--- src/rtl/uart_fifo.sv ---
// uart_fifo: UART transmitter and receiver, each buffered by a FIFO.
//
// Parameters
//   CLKDIV : clk cycles per serial bit (>= 4)
//   DEPTH  : entries per FIFO (power of two, >= 2)
//   DBITS  : data bits per frame (5..8)
//   PARITY : 0 = none, 1 = odd, 2 = even
//
// Ports
//   clk, rst         : clock, synchronous active-high reset
//   txd, txstart     : byte to send and push request; txwait = TX FIFO full
//   rxq, rxstart     : RX FIFO head and pop request; rxwait = RX FIFO empty
//   rx, tx           : serial input (asynchronous) and serial output
//   txcount, rxcount : FIFO occupancies (0..DEPTH)
//   clrerr           : clears the sticky ferr / perr / ovr flags
module uart_fifo #(
  parameter int CLKDIV = 5208,
  parameter int DEPTH  = 16,
  parameter int DBITS  = 8,
  parameter int PARITY = 0
) (
  input  logic                     clk,
  input  logic                     rst,
  input  logic [7:0]               txd,
  input  logic                     txstart,
  output logic                     txwait,
  output logic [7:0]               rxq,
  input  logic                     rxstart,
  output logic                     rxwait,
  input  logic                     rx,
  output logic                     tx,
  output logic [$clog2(DEPTH):0]   txcount,
  output logic [$clog2(DEPTH):0]   rxcount,
  input  logic                     clrerr,
  output logic                     ferr,
  output logic                     perr,
  output logic                     ovr
);

  localparam int AW = $clog2(DEPTH);
  localparam int CW = AW + 1;
  localparam int DW = $clog2(CLKDIV);
  localparam logic [DW-1:0] DIV_LAST = DW'(CLKDIV - 1);
  localparam logic [DW-1:0] DIV_HALF = DW'(CLKDIV / 2 - 1);
  localparam logic [2:0]    LAST_BIT = 3'(DBITS - 1);

  // Parity bit that accompanies data d on the line.
  function automatic logic par_bit(input logic [DBITS-1:0] d);
    return (PARITY == 1) ? ~^d : ^d;
  endfunction

  // ---------------------------------------------------------------- TX FIFO
  logic [DBITS-1:0] tx_mem [DEPTH];
  logic [AW-1:0]    tx_wp, tx_rp;
  logic [DBITS-1:0] tx_head;
  logic             tx_push, tx_pop;

  assign txwait  = (txcount == CW'(DEPTH));
  assign tx_push = txstart & ~txwait & ~rst;
  assign tx_head = tx_mem[tx_rp];

  always_ff @(posedge clk) begin
    if (rst) begin
      tx_wp   <= '0;
      tx_rp   <= '0;
      txcount <= '0;
    end else begin
      if (tx_push) tx_wp <= tx_wp + AW'(1);
      if (tx_pop)  tx_rp <= tx_rp + AW'(1);
      if (tx_push & ~tx_pop)      txcount <= txcount + CW'(1);
      else if (~tx_push & tx_pop) txcount <= txcount - CW'(1);
    end
  end

  always_ff @(posedge clk) begin
    if (tx_push) tx_mem[tx_wp] <= txd[DBITS-1:0];
  end

  // ---------------------------------------------------------------- TX FSM
  typedef enum logic [2:0] {T_IDLE, T_START, T_DATA, T_PAR, T_STOP} tx_state_t;

  tx_state_t        t_state, t_state_d;
  logic [DW-1:0]    t_cnt, t_cnt_d;
  logic [2:0]       t_bit, t_bit_d;
  logic [DBITS-1:0] t_sh, t_sh_d;
  logic             t_par, t_par_d;
  logic             t_end;

  always_ff @(posedge clk) begin
    if (rst) begin
      t_state <= T_IDLE;
      t_cnt   <= '0;
      t_bit   <= '0;
      t_sh    <= '0;
      t_par   <= 1'b0;
    end else begin
      t_state <= t_state_d;
      t_cnt   <= t_cnt_d;
      t_bit   <= t_bit_d;
      t_sh    <= t_sh_d;
      t_par   <= t_par_d;
    end
  end

  always_comb begin
    t_state_d = t_state;
    t_cnt_d   = t_cnt + DW'(1);
    t_bit_d   = t_bit;
    t_sh_d    = t_sh;
    t_par_d   = t_par;
    tx_pop    = 1'b0;
    t_end     = (t_cnt == DIV_LAST);
    case (t_state)
      T_IDLE: begin
        t_cnt_d = '0;
        if (txcount != '0) begin
          tx_pop    = 1'b1;
          t_sh_d    = tx_head;
          t_par_d   = par_bit(tx_head);
          t_state_d = T_START;
        end
      end
      T_START: begin
        if (t_end) begin
          t_cnt_d   = '0;
          t_bit_d   = '0;
          t_state_d = T_DATA;
        end
      end
      T_DATA: begin
        if (t_end) begin
          t_cnt_d = '0;
          t_sh_d  = t_sh >> 1;
          if (t_bit == LAST_BIT) t_state_d = (PARITY != 0) ? T_PAR : T_STOP;
          else                   t_bit_d   = t_bit + 3'd1;
        end
      end
      T_PAR: begin
        if (t_end) begin
          t_cnt_d   = '0;
          t_state_d = T_STOP;
        end
      end
      T_STOP: begin
        if (t_end) begin
          t_cnt_d = '0;
          // Chain straight into the next frame so queued bytes leave gap-free.
          if (txcount != '0) begin
            tx_pop    = 1'b1;
            t_sh_d    = tx_head;
            t_par_d   = par_bit(tx_head);
            t_state_d = T_START;
          end else begin
            t_state_d = T_IDLE;
          end
        end
      end
      default: t_state_d = T_IDLE;
    endcase
  end

  always_comb begin
    case (t_state)
      T_START: tx = 1'b0;
      T_DATA:  tx = t_sh[0];
      T_PAR:   tx = t_par;
      default: tx = 1'b1;
    endcase
  end

  // ---------------------------------------------------------------- RX sync
  logic rx_s1, rx_s2, rx_s3, rx_fall;

  always_ff @(posedge clk) begin
    if (rst) begin
      rx_s1 <= 1'b1;
      rx_s2 <= 1'b1;
      rx_s3 <= 1'b1;
    end else begin
      rx_s1 <= rx;
      rx_s2 <= rx_s1;
      rx_s3 <= rx_s2;
    end
  end

  assign rx_fall = rx_s3 & ~rx_s2;

  // ---------------------------------------------------------------- RX FSM
  typedef enum logic [2:0] {R_IDLE, R_START, R_DATA, R_PAR, R_STOP} rx_state_t;

  rx_state_t        r_state, r_state_d;
  logic [DW-1:0]    r_cnt, r_cnt_d;
  logic [2:0]       r_bit, r_bit_d;
  logic [DBITS-1:0] r_sh, r_sh_d;
  logic             r_pbad, r_pbad_d;
  logic             r_good, r_good_d;
  logic             ferr_set, perr_set, ovr_set;
  logic             r_end;

  always_ff @(posedge clk) begin
    if (rst) begin
      r_state <= R_IDLE;
      r_cnt   <= '0;
      r_bit   <= '0;
      r_sh    <= '0;
      r_pbad  <= 1'b0;
      r_good  <= 1'b0;
    end else begin
      r_state <= r_state_d;
      r_cnt   <= r_cnt_d;
      r_bit   <= r_bit_d;
      r_sh    <= r_sh_d;
      r_pbad  <= r_pbad_d;
      r_good  <= r_good_d;
    end
  end

  always_comb begin
    r_state_d = r_state;
    r_cnt_d   = r_cnt + DW'(1);
    r_bit_d   = r_bit;
    r_sh_d    = r_sh;
    r_pbad_d  = r_pbad;
    r_good_d  = 1'b0;
    ferr_set  = 1'b0;
    perr_set  = 1'b0;
    r_end     = (r_cnt == DIV_LAST);
    case (r_state)
      R_IDLE: begin
        r_cnt_d = '0;
        if (rx_fall) begin
          r_pbad_d  = 1'b0;
          r_state_d = R_START;
        end
      end
      R_START: begin
        if (r_cnt == DIV_HALF) begin
          r_cnt_d = '0;
          if (rx_s2) begin
            r_state_d = R_IDLE;
          end else begin
            r_bit_d   = '0;
            r_state_d = R_DATA;
          end
        end
      end
      R_DATA: begin
        if (r_end) begin
          r_cnt_d = '0;
          r_sh_d  = {rx_s2, r_sh[DBITS-1:1]};
          if (r_bit == LAST_BIT) r_state_d = (PARITY != 0) ? R_PAR : R_STOP;
          else                   r_bit_d   = r_bit + 3'd1;
        end
      end
      R_PAR: begin
        if (r_end) begin
          r_cnt_d = '0;
          if (rx_s2 != par_bit(r_sh)) begin
            r_pbad_d = 1'b1;
            perr_set = 1'b1;
          end
          r_state_d = R_STOP;
        end
      end
      R_STOP: begin
        if (r_end) begin
          r_cnt_d   = '0;
          r_state_d = R_IDLE;
          if (!rx_s2)       ferr_set = 1'b1;
          else if (!r_pbad) r_good_d = 1'b1;
        end
      end
      default: r_state_d = R_IDLE;
    endcase
  end

  // ---------------------------------------------------------------- RX FIFO
  logic [DBITS-1:0] rx_mem [DEPTH];
  logic [AW-1:0]    rx_wp, rx_rp;
  logic             rx_push, rx_pop, rx_full;

  assign rxwait  = (rxcount == '0);
  assign rx_full = (rxcount == CW'(DEPTH));
  assign rx_pop  = rxstart & ~rxwait & ~rst;
  // A full FIFO still takes the byte when the head leaves in the same cycle.
  assign rx_push = r_good & (~rx_full | rx_pop) & ~rst;
  assign ovr_set = r_good & rx_full & ~rx_pop;
  assign rxq     = 8'(rx_mem[rx_rp]);

  always_ff @(posedge clk) begin
    if (rst) begin
      rx_wp   <= '0;
      rx_rp   <= '0;
      rxcount <= '0;
    end else begin
      if (rx_push) rx_wp <= rx_wp + AW'(1);
      if (rx_pop)  rx_rp <= rx_rp + AW'(1);
      if (rx_push & ~rx_pop)      rxcount <= rxcount + CW'(1);
      else if (~rx_push & rx_pop) rxcount <= rxcount - CW'(1);
    end
  end

  always_ff @(posedge clk) begin
    if (rx_push) rx_mem[rx_wp] <= r_sh;
  end

  // ---------------------------------------------------------------- Flags
  always_ff @(posedge clk) begin
    if (rst) begin
      ferr <= 1'b0;
      perr <= 1'b0;
      ovr  <= 1'b0;
    end else begin
      ferr <= (ferr & ~clrerr) | ferr_set;
      perr <= (perr & ~clrerr) | perr_set;
      ovr  <= (ovr  & ~clrerr) | ovr_set;
    end
  end

endmodule

--- config.mk ---
export PLATFORM = sky130hd
export DESIGN_NAME = uart_fifo
export DESIGN_NICKNAME = d
export VERILOG_FILES = /design/src/rtl/uart_fifo.sv
export SDC_FILE = /design/constraint.sdc
export NUM_CORES = 1
export LEC_CHECK = 0
export ABC_AREA = 1
export CORE_MARGIN = 4
export CORE_UTILIZATION = 42
export CTS_BUF_LIST = sky130_fd_sc_hd__clkbuf_4 sky130_fd_sc_hd__clkbuf_8
export DETAILED_ROUTE_END_ITERATION = 10
export HOLD_SLACK_MARGIN = 0.12
export PLACE_DENSITY = 0.63
export REMOVE_ABC_BUFFERS = 1
export SLEW_MARGIN = 20
export SYNTH_ARGS = -nofsm -noshare
export SYNTH_HDL_FRONTEND = slang
export SYNTH_SLANG_ARGS = --single-unit
--- constraint.sdc ---
create_clock -name clk -period 5.05 [get_ports clk]
set_clock_uncertainty 0.05 [all_clocks]
set_input_delay 1.2625 -clock clk [delete_from_list [all_inputs] [get_ports clk]]
set_output_delay 1.2625 -clock clk [all_outputs]
set_load 0.05 [all_outputs]
After elaboration in Yosys (flattened, before gate mapping)
Memory sizes are Yosys's and may differ from the RTL's. A register that Yosys moved wholly into a read port is not among the register bits.
Cells that the tools add are included.
{"block": "word_totals", "word_cells": 189, "ff_bits": 89, "ram_bits": 256, "memories": 2, "input_bits": 14, "latchBits": 0, "output_inout_bits": 24, "mem_bits_ro": 0}
{"block": "classes", "shifts": 0, "div_mod_pow": 0, "n_reduce_logical": 24, "mul": 0, "bitwise_logic": 32, "add_sub_neg": 12, "n_lt_le_gt_ge": 0, "n_eq_ne": 32, "muxes": 64}
{"name": "rx_mem", "words": 16, "width": 8, "rd": 1, "rd_clocked_by_memory_dff": 1, "wr": 1, "line": "278", "rtl": "logic [DBITS-1:0] rx_mem [DEPTH];"}
{"name": "tx_mem", "words": 16, "width": 8, "rd": 1, "rd_clocked_by_memory_dff": 1, "wr": 1, "line": "53", "rtl": "logic [DBITS-1:0] tx_mem [DEPTH];"}
{"operator": "3-bit two-way mux", "n": 19}
{"operator": "13-bit two-way mux", "n": 3}
{"operator": "13-bit case mux with 3 select lines", "n": 1}
{"operator": "2-bit inequality test (second input constant)", "n": 16}
{"operator": "3-bit case mux with 5 select lines", "n": 2}
{"operator": "13-bit by 1-bit adder with 13-bit output (second input constant)", "n": 2}
{"operator": "13-bit == test (second input constant)", "n": 2}
{"operator": "13-bit case mux with 2 select lines", "n": 1}
{"operator": "8-bit two-way mux", "n": 3}
{"operator": "8-bit case mux with 3 select lines", "n": 1}
{"operator": "5-bit two-way mux", "n": 4}
{"operator": "1-bit two-way mux", "n": 19}
{"operator": "4-bit by 1-bit adder with 4-bit output (second input constant)", "n": 4}
{"operator": "1-bit AND", "n": 16}
{"operator": "4-bit two-way mux", "n": 4}
{"operator": "8-bit XOR reduction", "n": 2}
{"operator": "13-bit by 12-bit == test with 1-bit output (second input constant)", "n": 1}
{"operator": "3-bit by 2-bit == test with 1-bit output (second input constant)", "n": 4}
{"operator": "3-bit == test (second input constant)", "n": 4}
{"operator": "1-bit NOT", "n": 12}
{"operator": "3-bit case mux with 2 select lines", "n": 2}
{"operator": "6-bit AND reduction", "n": 2}
{"operator": "2-bit nonzero test", "n": 6}
{"operator": "5-bit by 1-bit adder with 5-bit output (second input constant)", "n": 2}
{"operator": "other kinds (19)", "n": 32}

Logic depth before layout (Yosys ltp)
Gate-level depths: netlist (run 1).
{"block": "depth", "ltp_word": 11, "depth_mapped": 19, "mapped_depth_nobuf": 19}

Worst setup path after synthesis (run 1)
No wires, ideal clock.
{"block": "synth_timing", "kind": "input -> register", "startpoint": "in rst", "endpoint": "reg rxcount[4]", "arrival_time_ns": 3.277, "cell_stages": 16, "path_slack_ns": 1.603, "t_required_ns": 4.880, "setup_time_ns": 0.120, "cell_sequence": "buf_2 > inv_2 > nand2_2 > nand3_2 > nand2_2 > nor2_2 > ha_1 > inv_1 > fa_1 > a21o_1 > a21oi_1 > nor2_1 > nor2_1 > nand2_1 > o21ai_0 > a21oi_1"}
{"block": "synth_via", "elab_chain_cells": 8}
{"item": "start: declaration", "line": "23", "rtl": "input logic rst,"}
{"item": "1-bit NOT (*)", "line": "284, 286"}
{"item": "1-bit AND", "line": "284", "rtl": "assign rx_pop = rxstart & ~rxwait & ~rst;"}
{"item": "1-bit bitwise OR", "line": "286", "rtl": "assign rx_push = r_good & (~rx_full | rx_pop) & ~rst;"}
{"item": "1-bit AND", "line": "286"}
{"item": "1-bit AND (*)", "line": "286"}
{"item": "via rx_push", "line": "280", "rtl": "logic rx_push, rx_pop, rx_full;"}
{"item": "1-bit NOT", "line": "299", "rtl": "else if (~rx_push & rx_pop) rxcount <= rxcount - CW'(1);"}
{"item": "1-bit AND", "line": "299"}
{"item": "2-bit nonzero test (no line)"}
{"item": "end signal: assignment", "line": "298", "rtl": "if (rx_push & ~rx_pop) rxcount <= rxcount + CW'(1);"}
{"item": "end signal: assignment", "line": "299"}
{"item": "end: declaration", "line": "33", "rtl": "output logic [$clog2(DEPTH):0] rxcount,"}
Mark *: on every way through the listed nets, which the timed path passes. The rest lies on a longest branch.
A chain may end at the register's enable or synchronous reset.

==> results of run 1 <==
## how the worst min path moves through the flow
stage | from | slack, ps | end | cells past startpoint
after floorplan | rx_s1$_SDFF_PP1_ | 340 | rx_s2$_SDFF_PP1_ | 1
after global placement | rx_s1$_SDFF_PP1_ | 340 | rx_s2$_SDFF_PP1_ | 1
after detailed placement | rx_s1$_SDFF_PP1_ | 350 | rx_s2$_SDFF_PP1_ | 1
after CTS | rx_s1$_SDFF_PP1_ | 380 | rx_s2$_SDFF_PP1_ | 1
after global routing | rx_s1$_SDFF_PP1_ | 380 | rx_s2$_SDFF_PP1_ | 1
final | rx_s1$_SDFF_PP1_ | 380 | rx_s2$_SDFF_PP1_ | 1
## per-stage QoR
step	hold slack [ps]	instance area, um^2	power, uW
global route	381	17300	8490
global placement	344	16100	5430
finish	375	17300	7990
detailed placement	345	16100	5470
CTS	376	17300	8080
floorplan	339	15100	4900
## worst register-to-register path: cells and delay by family (launching register included)
| kind | cells | cell delay (ps) |
|---|---|---|
| adders and majority gates | 2 | 540 |
| DFF | 1 | 400 |
| AOI/OAI and AO/OA | 4 | 560 |
| and+or+nand+nor | 10 | 1330 |
| buffers and inverters | 2 | 200 |
## per-layer routing
| metal | up-vias | wire length [um] | track usage (%) |
|---|---|---|---|
| met5 | - | 0 | 0 |
| met4 | 0 | 786 | 6.05 |
| met3 | 57 | 1770 | 3.73 |
| met2 | 219 | 15100 | 27.0 |
| met1 | 4895 | 15200 | 22.3 |
| li1 | 5214 | - | - |
## sequential cells by signal, indices dropped and copies added (netlist names), 5 cells and up, named ones only
name and cells:
r_cnt 13, tx_mem 128, txcount 5, rx_mem 128, rxcount 5, t_cnt 13
t_sh 8, r_sh 8
## logic make-up after synthesis
kind of cell / Yosys count / synth area share [%]
buf+inv: 247 / 6.57
xor+xnor: 24 / 1.37
flops: 353 / 62.7
compound gates: 223 / 8.19
fa+ha+maj: 26 / 2.22
simple gates: 601 / 16.9
mux: 32 / 2.09
## layout by cell type, fill, tap and decap left out, types with 32 or more instances in the layout
cell | netlist | final
nand2_1 | 302 | 302
edfxtp_1 | 256 | 256
clkbuf_8 | 0 | 70
nor2_1 | 117 | 117
dfxtp_1 | 97 | 95
o21ai_0 | 80 | 80
nand3_1 | 114 | 114
clkdlybuf4s50_1 | 0 | 37
inv_1 | 182 | 182
o211ai_1 | 35 | 35
mux2i_1 | 32 | 32
a21oi_1 | 86 | 86
## area by class of cell
cell class	instances	area, um^2
Clock buffer	91	1120
Timing Repair Buffer	48	453
Multi-Input combinational cell	906	4720
Inverter	191	719
Tap cell	461	577
Clock inverter	14	103
Fill cell	3268	18500
Sequential cell	353	9630
## power groups by stage
stage          combinational (uW)  sequential (uW)  clock (uW)
2_1_floorplan                1360             3550           0
3_3_place_gp                 1960             3470           0
3_5_place_dp                 2000             3470           0
4_1_cts                      2010             3410        2660
5_1_grt                      2250             3440        2800
6_report                     2000             3410        2580
==> flow_summary.toml, run 1 <==
[pwr]
power_density_mw_per_mm2 = 461
pwr-share-comb_pct = 25.0
switchingPower_uw = 2630
swShare_pct = 32.9
max-vdd-ir-drop_mv = 0.312
p_int_uw = 5360
clkPwrFrac_pct = 32.3
seqPwrFrac_pct = 42.7
power.leakage_uw = 0.00664

[sta]
tns_ps = 0
finalHoldViolations = 0
period_needed_ps = 4520
rsz0062_at_grt = "no"
timing.slew.headroom_pct = 29.3
fmax_ghz = 0.221
fin_crit_sh_pct = 89.5
finalSetupViolCount = 0
tightest_slew_ps = 1060
maxSlewViolCount = 0
fin_ws_ps = 532

[critical_path]
reg2reg_from = "rxcount[0]$_SDFFE_PP0P_"
worstSetupEndpointType = "primary output"
critPathBufInv = 2
path_depth = 6
slowest_delay_ps = 760
r2r_slack_ps = 1870
critPathSlowestCell = "dfxtp_4"
cp.required_ps = 3740
crit_chain = "buf_4, mux2i_1, o21ai_0, o211ai_1, nand2_1, clkdlybuf4s50_1"
crit_arrival_ps = 3210
rr_worst_depth = 18
worst-path-max-fanout = 59
crit_type = "reg -> out"
path_delay_family = "buffers and inverters"
r2r_end = "rxcount[4]$_SDFFE_PP0P_"
cp-start-kind = "flip-flop"
crit_path_end = "rxq[5]"

[die]
std_cell_rows = 69
start_util_pct = 42.9
io_pins = 38
die_area_mm2 = 0.0397
core_mm2 = 0.0358
die_w_um = 199
die-height_um = 199

[global_route]
grt_max_degree = 61
grt_pass1_vias = 10200
gr-total-overflow = 0
grt_pass1_wl_um = 53100
grt.total_usage_pct = 16.7
antenna_found_initial = 0

[cts]
cts-htree-levels = 2
postCtsHoldBufs = 0
cts_resized = 0
clock_latency_ps = 640
cts_buffers = 57
clkSinkCount = 353
cts_buffer_depth = 3
cts_tree = "done"
clkTransAtPathRegs_ps = 60
clockRootBuffer = "clkbuf_8"
cts_setup_buffers = 0

[synthesis]
yosysWarnings = 0
netlist_area_mm2 = 0.0154
seq_area_frac_synth_pct = 62.7
synth-main-ff-cell = "edfxtp_1"
ys_top_cells_by_area = "edfxtp_1 50%, dfxtp_1 13%, nand2_1 7.4%"
yosysMostFrequentCell = "nand2_1"
synthArstFlopShare_pct = 0
synth.largest_area_cell = "edfxtp_1"
synth_cell_types = 45
ys_ff_latch = 353
synth_edf_count = 256
syn_area_per_cell_um2 = 10.2
synth_top_area_share_pct = 50.0
netlist_instances = 1506
synth_common_cells = "302 x nand2_1, 256 x edfxtp_1, 182 x inv_1, 117 x nor2_1, 114 x nand3_1"

[place]
io_buffers = 37
place_ws_ps = 893
dp_cells = 1959
dp_hpwl_um = 20700
gp_congestion = 0.787

[worst_hold_path]
min_path_type = "reg -> reg"

[layout]
final_cells = 2064
num_antenna_cells = 0
drive_above_1_share_pct = 9.42
fin_util_pct = 48.4
nets = 1597
area_growth_pct = 12.8

[drt]
routed_wl_um = 32900
drt-vias-per-instance = 5.03
drtAntennaViolNets = 0
vias = 10400
drt_iter0_drc = 636
post_drt_wl_per_cell_um = 15.9
drc_errors = 0
firstDrtPassIters = 5

[run_status]
status = "finished clean"

[flow_run]
max_cap_viol_count = 0
Note: power is estimated with default switching activity, not from simulation.
==> run 2, diff against run 1 <==
Settings changed: CELL_PAD_IN_SITES_DETAIL_PLACEMENT from default to 0, CELL_PAD_IN_SITES_GLOBAL_PLACEMENT from default to 1, PLACE_DENSITY 0.63 to 0.74.
==> run 2 against run 1 <==
Net effect: register-to-register slack is essentially flat; sequential cell count is the same; global-route usage grew 0.15 points; cell area shrank 0.15%; clock power is essentially flat; wire length grew 0.84%; critical endpoint unchanged.
==> flow_summary.toml, run 2 (synthesized netlist as in run 1, its figures left out) <==
[pwr]
fin_total_pwr_uw = 7980
max-vdd-ir-drop_mv = 0.315
power.leakage_uw = 0.00662
power_density_mw_per_mm2 = 461

[place]
dp_hpwl_um = 20800
gp_congestion = 0.795
io_buffers = 37
place_ws_ps = 1020

[cts]
clockRootBuffer = "clkbuf_8"
cts_tree = "done"
cts_setup_buffers = 0
cts-htree-levels = 2
clock_latency_ps = 630
cts_resized = 0
cts_buffer_depth = 3
clkTransAtPathRegs_ps = 60
postCtsHoldBufs = 0
clkSinkCount = 353
cts_buffers = 59

[layout]
most-common-layout-cells = "302 x nand2_1, 256 x edfxtp_1, 182 x inv_1, 116 x nor2_1, 114 x nand3_1"
nets = 1599
num_antenna_cells = 0
area_growth_pct = 12.6
reg_top3 = "rx_mem (128), tx_mem (128)"
drive_above_1_share_pct = 9.11
final_common_cell = "nand2_1"

[drt]
routed_wl_um = 33200
drtAntennaViolNets = 0
drt_iter0_drc = 563
firstDrtPassIters = 7
drc_errors = 0
post_drt_wl_per_cell_um = 16.1
drt-vias-per-instance = 5.00
vias = 10300

[sta]
fin_ws_ps = 528
period_needed_ps = 4520
fmax_ghz = 0.221
tns_ps = 0
finalHoldViolations = 0
maxSlewViolCount = 0
rsz0062_at_grt = "no"
timing.slew.headroom_pct = 25.6
tightest_slew_ps = 1110
finalSetupViolCount = 0
fin_crit_sh_pct = 89.5

[die]
core_mm2 = 0.0358
std_cell_rows = 69
die-height_um = 199
die_area_mm2 = 0.0397
start_util_pct = 42.9
die_w_um = 199
io_pins = 38

[global_route]
antenna_found_initial = 0
use_met1_pct = 22.5
grt.total_usage_pct = 16.9
met3_usage_pct = 3.10
gr-total-overflow = 0
grt-busiest-layer = "met2"
grtUsageMet2_pct = 27.9
grt_max_degree = 61
grt_pass1_vias = 10100
grt_pass1_wl_um = 53200

[critical_path]
cp-start-kind = "flip-flop"
cp.required_ps = 3740
crit_arrival_ps = 3210
worst-path-max-fanout = 32
worstSetupEndpointType = "primary output"
crit_type = "reg -> out"

[worst_hold_path]
min_path_type = "reg -> reg"

[flow_run]
max_cap_viol_count = 0

[run_status]
status = "finished clean"
## run 2: cell types whose count changed in the layout (fill, tap and decap cells not counted), sizes merged
| cell | change |
|---|---|
| buf | +1 |
| bufinv | +3 |
| clkbuf | -13 |
| clkdlybuf4s50 | -1 |
| clkinv | +9 |
| clkinvlp | +2 |
| inv | -1 |
## run 2: final cells by class
class	count	area, um^2
clock buffers	78	967
repair buffers	48	448
flip-flops and latches	353	9630
clock inverters	27	233
well taps	461	577
inverters	191	719
fillers	3326	18500
multi-input cells	906	4720
## run 2: worst max-delay path, cell delays in order (launching register included)
cell and delay [ps]:
dfxtp_1 300, buf_4 190, inv_1 730, o21ai_0 230
o211ai_1 300, nand2_1 110, clkdlybuf4s50_1 720
## run 2: worst paths after layout
check                           start                       to  slack, ps  depth (start not counted)
setup / recovery            flip-flop                   rxq[5]        530                          6
hold / removal       rx_s1$_SDFF_PP1_         rx_s2$_SDFF_PP1_        360                          1
setup reg to reg  t_cnt[0]$_SDFF_PP0_  txcount[4]$_SDFFE_PP0P_       1880                         19
hold reg to reg      rx_s1$_SDFF_PP1_         rx_s2$_SDFF_PP1_        360                          1
## run 2: per-stage QoR
step                      std cells  util [%]  hold slack [ps]  instance area [um^2]
final                          2064      48.3              360                 17300
after floorplan                1450         -              339                 15100
after global placement         1959      44.9              350                 16100
after detailed placement       1959      44.9              352                 16100
after global routing           2064      48.3              391                 17300
after CTS                      2064      48.3              363                 17300
## run 2: layer usage
metal  up-vias  part of all wire (%)
li1       5224                     -
met1      4817                    46
met2       212                    47
met3        63                   4.5
met4         0                   2.4
met5         -                     0
## run 2: power breakdown
part	leakage (uW)	internal (uW)	switching [uW]
Combinational	0.00285	687	1340
Sequential	0.00313	3210	158
Clock	0.000635	1450	1130
Total	0.00662	5350	2630
